[src/rtl/piso_unloader_if.sv]
// Handshake and serial-output bundle for the parallel-in, serial-out unloader.
// The master side supplies the word and pacing; the slave side is the unloader.
interface piso_unloader_if #(
  parameter int WIDTH = 4
);
  logic             load_valid;
  logic             load_ready;
  logic [WIDTH-1:0] D;
  logic             shift_en;
  logic             sout;
  logic             sout_valid;
  logic             busy;
  logic             done;

  modport master (
    output load_valid, D, shift_en,
    input  load_ready, sout, sout_valid, busy, done
  );

  modport slave (
    input  load_valid, D, shift_en,
    output load_ready, sout, sout_valid, busy, done
  );
endinterface

[src/rtl/piso_unloader.sv]
// Parallel-in, serial-out unloader: accepts a word on valid/ready and emits it one
// bit per enabled clock, with back-to-back reload on the edge the last bit retires.
module piso_unloader #(
  parameter int WIDTH     = 4,
  parameter int LSB_FIRST = 0
) (
  input  logic            clk,
  input  logic            reset,
  piso_unloader_if.slave  bus
);
  localparam int CW = (WIDTH > 1) ? $clog2(WIDTH) : 1;
  localparam logic [CW-1:0] LAST = CW'(WIDTH - 1);

  typedef enum logic [0:0] {
    IDLE  = 1'b0,
    SHIFT = 1'b1
  } state_t;

  state_t           state;
  state_t           state_next;
  logic [CW-1:0]    cnt;
  logic [WIDTH-1:0] shreg;
  logic             sout_q;
  logic             done_q;
  logic             retire;
  logic             accept;
  logic             load_ready;
  logic             first_bit;
  logic [WIDTH-1:0] first_rest;
  logic             next_bit;
  logic [WIDTH-1:0] next_rest;

  // Bit order: the register always holds the bits not yet shown, aligned for the next pick.
  always_comb begin
    if (LSB_FIRST != 0) begin
      first_bit  = bus.D[0];
      first_rest = {1'b0, bus.D[WIDTH-1:1]};
      next_bit   = shreg[0];
      next_rest  = {1'b0, shreg[WIDTH-1:1]};
    end else begin
      first_bit  = bus.D[WIDTH-1];
      first_rest = {bus.D[WIDTH-2:0], 1'b0};
      next_bit   = shreg[WIDTH-1];
      next_rest  = {shreg[WIDTH-2:0], 1'b0};
    end
  end

  always_ff @(posedge clk or negedge reset) begin
    if (!reset) begin
      state <= IDLE;
    end else begin
      state <= state_next;
    end
  end

  always_comb begin
    state_next = state;
    case (state)
      IDLE: begin
        if (accept) begin
          state_next = SHIFT;
        end else begin
          state_next = IDLE;
        end
      end
      SHIFT: begin
        if (retire && !accept) begin
          state_next = IDLE;
        end else begin
          state_next = SHIFT;
        end
      end
      default: state_next = IDLE;
    endcase
  end

  // A new word may be taken on the same edge the final bit of the current one retires.
  always_comb begin
    retire     = 1'b0;
    load_ready = 1'b0;
    case (state)
      IDLE: begin
        retire     = 1'b0;
        load_ready = 1'b1;
      end
      SHIFT: begin
        retire     = bus.shift_en && (cnt == LAST);
        load_ready = retire;
      end
      default: begin
        retire     = 1'b0;
        load_ready = 1'b0;
      end
    endcase
    accept = bus.load_valid && load_ready;
  end

  always_ff @(posedge clk or negedge reset) begin
    if (!reset) begin
      shreg  <= '0;
      cnt    <= '0;
      sout_q <= 1'b0;
      done_q <= 1'b0;
    end else begin
      done_q <= retire;
      if (accept) begin
        shreg  <= first_rest;
        cnt    <= '0;
        sout_q <= first_bit;
      end else if (retire) begin
        shreg  <= '0;
        cnt    <= '0;
        sout_q <= 1'b0;
      end else if ((state == SHIFT) && bus.shift_en) begin
        shreg  <= next_rest;
        cnt    <= cnt + 1'b1;
        sout_q <= next_bit;
      end else begin
        shreg  <= shreg;
        cnt    <= cnt;
        sout_q <= sout_q;
      end
    end
  end

  assign bus.load_ready = load_ready;
  assign bus.sout       = sout_q;
  assign bus.sout_valid = (state == SHIFT);
  assign bus.busy       = (state == SHIFT);
  assign bus.done       = done_q;
endmodule

[src/flat_wrapper.sv]
// flat-port wrapper written by rule: the top's interface ports become plain ports
module piso_unloader_flat 
#(
  parameter int WIDTH     = 4,
  parameter int LSB_FIRST = 0
)
  (clk, reset, bus_load_valid, bus_D, bus_shift_en, bus_load_ready, bus_sout, bus_sout_valid, bus_busy, bus_done);
  piso_unloader_if #(.WIDTH(WIDTH)) bus_i ();
  input  logic clk;
  input  logic reset;
  input wire logic [$bits(bus_i.load_valid)-1:0] bus_load_valid;
  input wire logic [$bits(bus_i.D)-1:0] bus_D;
  input wire logic [$bits(bus_i.shift_en)-1:0] bus_shift_en;
  output wire logic [$bits(bus_i.load_ready)-1:0] bus_load_ready;
  output wire logic [$bits(bus_i.sout)-1:0] bus_sout;
  output wire logic [$bits(bus_i.sout_valid)-1:0] bus_sout_valid;
  output wire logic [$bits(bus_i.busy)-1:0] bus_busy;
  output wire logic [$bits(bus_i.done)-1:0] bus_done;
  assign bus_i.load_valid = bus_load_valid;
  assign bus_i.D = bus_D;
  assign bus_i.shift_en = bus_shift_en;
  assign bus_load_ready = bus_i.load_ready;
  assign bus_sout = bus_i.sout;
  assign bus_sout_valid = bus_i.sout_valid;
  assign bus_busy = bus_i.busy;
  assign bus_done = bus_i.done;
  piso_unloader #(.WIDTH(WIDTH), .LSB_FIRST(LSB_FIRST)) u_core (.clk(clk), .reset(reset), .bus(bus_i));
endmodule
[config.mk]
export PLATFORM = sky130hd
export DESIGN_NAME = piso_unloader_flat
export DESIGN_NICKNAME = d
export VERILOG_FILES = /design/src/rtl/piso_unloader_if.sv /design/src/rtl/piso_unloader.sv /design/src/flat_wrapper.sv
export SDC_FILE = /design/constraint.sdc
export NUM_CORES = 1
export LEC_CHECK = 0
export ABC_AREA = 1
export ABC_CLOCK_PERIOD_IN_PS = 1380
export BUFFER_PORTS_ARGS = -buffer_cell sky130_fd_sc_hd__buf_2
export CORE_AREA = 3 3 40 42
export DETAILED_ROUTE_END_ITERATION = 6
export DIE_AREA = 0 0 43 45
export SETUP_SLACK_MARGIN = 0.02
export SLEW_MARGIN = 20
export SYNTH_ARGS = -nofsm -noshare
export SYNTH_HDL_FRONTEND = slang
export SYNTH_SLANG_ARGS = --single-unit
[constraint.sdc]
create_clock -name clk -period 1.38 [get_ports clk]
set_input_delay 0.069 -clock clk [delete_from_list [all_inputs] [get_ports clk]]
set_output_delay 0.069 -clock clk [all_outputs]
set_load 0.02 [all_outputs]
# Word level (Yosys, flattened, before mapping)

Index checks and enable logic that the tools add are counted.

Bits in registers: 9
Logic and storage cells: 28
Input port bits: 8

Bitwise logic cells: 1
Mux-type cells: 14
Reductions and logical operators: 6
Eq/ne operators: 1
$add $sub $neg: 1

Operator list:

| operator            | count |
|---|---|
| $mux 4              | 3 |
| $mux 2              | 3 |
| $pmux 1 s2          | 3 |
| $mux 1              | 5 |
| $logic_and 1x1->1   | 4 |
| $reduce_bool 3->1   | 1 |
| $add 2x1->2 const B | 1 |
| $eq 2x2->1 const B  | 1 |
| $logic_not 1->1     | 1 |
| $not 1->1           | 1 |

# Depth between registers and ports, before layout

Depth in word-level cells: 8
Gate-level depth with buffers: 7

# Least setup slack after synthesis

No wires, ideal clock.

Path kind: register to register
From: reg u_core.cnt[0]
To: reg u_core.sout_q, in the netlist u_core.bus.sout
Arrival: 1.064 ns
Period minus slack after synthesis: 1.182 ns
Stages on the path, launching flop included: 8
Buffers on the path: 0
Path slack: 0.198 ns
Cells stage by stage: dfrtp_1 ha_1 nand2_1 nand2_2 nand2_2 nand2_1 nand3_1 nand2_1

Word-level cells in the longest chain between the ends: 5
Elaborated cells between the ends (all ways): 8
Classes of those cells: 1 x eq/ne; 4 x mux; 3 x reduce/logical

Ends and longest elaborated chain:

| item                                                         | RTL line             | text |
|---|---|---|
| from (decl)                                                  | piso_unloader.sv:21  | `logic [CW-1:0] cnt;` |
| from (signal assigned)                                       | piso_unloader.sv:116 | `cnt <= cnt + 1'b1;` |
| from (signal assigned)                                       | piso_unloader.sv:120 | `cnt <= cnt;` |
| $eq 2x2->1 *                                                 | piso_unloader.sv:87  | `retire = bus.shift_en && (cnt == LAST);` |
| $logic_and 1x1->1 *                                          | piso_unloader.sv:87  |  |
| $pmux 1 s2 *                                                 | piso_unloader.sv:81  | `case (state)` |
| net bus_load_ready                                           | flat_wrapper.sv:14   | `output wire logic [$bits(bus_i.load_ready)-1:0] bus_load_ready;` |
| $logic_and 1x1->1 *                                          | piso_unloader.sv:95  | `accept = bus.load_valid && load_ready;` |
| $reduce_bool 3->1 (no line) / $mux 1 (equally long branches) | -                    |  |
| to (signal assigned)                                         | piso_unloader.sv:109 | `sout_q <= first_bit;` |
| to (signal assigned)                                         | piso_unloader.sv:117 | `sout_q <= next_bit;` |
| to (signal assigned)                                         | piso_unloader.sv:121 | `sout_q <= sout_q;` |
| to (decl)                                                    | piso_unloader.sv:23  | `logic sout_q;` |

Mark *: on every way through the listed nets, which the timed path passes. The rest lies on a longest branch.
A chain may end at the register's enable or synchronous reset.

# Worst setup path after layout

From: reg u_core.cnt[0]
To: out bus_load_ready

Word-level cells in the longest chain between the ends: 3

Ends and longest elaborated chain:

| item              | RTL line |
|---|---|
| $eq 2x2->1        | piso_unloader.sv:87 |
| $logic_and 1x1->1 | piso_unloader.sv:87 |
| $pmux 1 s2        | piso_unloader.sv:81 |
| to (decl)         | flat_wrapper.sv:14 |

No other way between the ends.

==> flow_metrics.env <==
export IMPL_status="completed"
export IMPL_dieArea_um2=1940
export IMPL_hold_slack_ps=52.1
export IMPL_coreArea_um2=1280
export IMPL_critPathArrivalTime_ps=1210
export IMPL_layout_cells_non_filler=82
export IMPL_power_leakage_nw=0.308
export IMPL_avgSynthCellArea_um2=7.96
export IMPL_end_kind="primary output"
export IMPL_relSlewSlack=0.837
export IMPL_via_per_inst=4.66
export IMPL_clkSlewWorstSetupHoldPaths_ps=50
export IMPL_rsz0062_at_grt="false"
export IMPL_cts_buffers=3
export IMPL_avgRoutedWirePerCell_um=10.3
export IMPL_fin_crit_ps=1280
export IMPL_initial_core_util=0.322
export IMPL_ys_types=13
export IMPL_max_freq_mhz=779
export IMPL_syn_inst=52
export IMPL_report_final_slew_viol_count=0
export IMPL_pre_cts_ws_ps=179
export IMPL_maxCapViolations=0
export IMPL_clock_latency_ps=260
export IMPL_tns_ps=0
export IMPL_n_antenna_cell=0
export IMPL_drtAntennaViolNets=0
export IMPL_routed_wirelength_um=843
export IMPL_antenna_found_initial=0
export IMPL_place_gp_congestion=0.705
export IMPL_syn_nets=61
export IMPL_startpoint_type="flip-flop"
export IMPL_grt_remaining_overflow=0
export IMPL_drive_gt1_frac=0.343
export IMPL_firstDrtPassIters=2
export IMPL_num_rows=13
export IMPL_clock_path_buffers=2
export IMPL_cts_root_buf="clkbuf_4"
export IMPL_final_nets=78
export IMPL_peakVddDrop_mv=0.518
export IMPL_hp_class="in -> reg"
export IMPL_grt_pass1_vias=358
export IMPL_setup_viol=0
export IMPL_clock_skew_ps=0.251
export IMPL_cts_htree_levels=1
export IMPL_path_class="reg -> out"
export IMPL_power_density_nw_per_um2=2080
export IMPL_post_route_drc_count=0
export IMPL_seq_area_frac_synth=0.483
export IMPL_ys_seq_elements=8
export IMPL_vias=382
export IMPL_fillCellCount=135
export IMPL_die_w_um=43
export IMPL_cts_sinks=8
export IMPL_grt_start_max_net_pins=9
export IMPL_finalHoldViolations=0
export IMPL_fin_crit_sh=0.930
export IMPL_post_cts_buffers=0
export IMPL_fin_ws_ps=96.4
export IMPL_boundaryPins=13
export IMPL_grt_use_total=0.108
export IMPL_portBuffers=12
export IMPL_synth_cell_area_um2=414
export IMPL_grt_pass1_wl_um=1510
export IMPL_required_ps=1310
export IMPL_drtIter0Drc=4
export IMPL_cts_tree="yes"
export IMPL_area_growth_syn_to_layout_pct=27.5
export IMPL_ys_warnings_count=0
export IMPL_cp_max_fo=6
export IMPL_die_h_um=45
export IMPL_dp_cells=78
export IMPL_tightest_slew_ps=245
export IMPL_detailed_place_hpwl_um=681
through the flow:
| step | power, mW | instance area, µm² | utilization |
|---|---|---|---|
| 6_report | 1.10 | 528 | 0.411 |
| 5_1_grt | 1.20 | 528 | 0.411 |
| 4_1_cts | 1.09 | 518 | 0.403 |
| 3_5_place_dp | 0.902 | 485 | 0.378 |
| 3_3_place_gp | 0.891 | 485 | 0.378 |
| 2_1_floorplan | 0.771 | 414 | - |
flip-flops by register name, indices dropped and copies added, names as in the netlist:
register and cells:
u_core.shreg 3, u_core.cnt 2, u_core.bus.busy 1, u_core.bus.done 1, u_core.bus.sout 1
cell families after synthesis:
| logic type | share of synthesized area |
|---|---|
| AOI/OAI and AO/OA | 0.0241 |
| buffers and inverters | 0.0786 |
| and+or+nand+nor | 0.384 |
| adders and majority gates | 0.0302 |
| DFF | 0.483 |
cells in the final DEF (no fill, tap or decap):
cell           synthesis  layout
buf_4                  1       1
o21ai_1                1       1
ha_1                   1       1
nand2_2                3       3
clkbuf_4               0       3
nor2_2                 2       2
buf_2                  0      11
dlygate4sd3_1          0       1
nor2_1                 1       1
nand2_4                1       2
nand2_1               18      17
dfrtp_1                8       8
nand3_1                9       9
inv_1                  5       5
inv_4                  1       1
a21oi_1                1       1
layout make-up:
class | instances | area (µm²) | area share
clock buffers | 3 | 22.5 | 0.0427
well taps | 15 | 18.8 | 0.0355
multi-input cells | 37 | 189 | 0.358
flip-flops and latches | 8 | 200 | 0.379
repair buffers | 13 | 72.6 | 0.137
inverters | 6 | 25.0 | 0.0474
Yosys cell counts:
cell      n  area (µm²)
nor2_2    2        12.5
inv_1     5        18.8
o21ai_1   1        5.00
buf_4     1        7.51
nand2_4   1        11.3
nand3_1   9        45.0
ha_1      1        12.5
a21oi_1   1        5.00
inv_4     1        6.26
dfrtp_1   8         200
nand2_2   3        18.8
nand2_1  18        67.6
nor2_1    1        3.75
critical path, stage by stage (launching register included):
cell     delay (ps)
dfrtp_1         390
ha_1            240
nand2_2          90
nand2_4          70
buf_4           170
metal layers:
layer  share of wire  track usage
met1            0.42        0.134
met2            0.49        0.159
met3           0.068       0.0239
met4           0.024       0.0904
met5               0            0
final timing paths:
| kind | startpoint | end | slack [ps] | cells past startpoint |
|---|---|---|---|---|
| max | u_core.cnt[0] | bus_load_ready | 100 | 4 |
| min | bus_D[0] | u_core.shreg[1] | 50 | 3 |
| min in group asynchronous | reset | u_core.cnt[0] | 190 | 2 |
| max in group asynchronous | reset | u_core.cnt[1] | 1030 | 2 |
| min reg2reg | u_core.bus.sout | u_core.bus.sout | 470 | 2 |
| max reg2reg | u_core.cnt[0] | u_core.shreg[2] | 200 | 7 |
report_power, final:
part           total [mW]  internal (mW)  switching (mW)
Sequential          0.396          0.331          0.0652
Combinational       0.518          0.194           0.323
Clock               0.182         0.0997          0.0827
Total                1.10          0.625           0.471
timing repair:
item	CTS	global route
endpoints found under the setup margin	0	1
gates resized for setup	0	3
hold buffers	1	0
hold endpoints to repair	8	0
(Power assumes the default switching activity.)
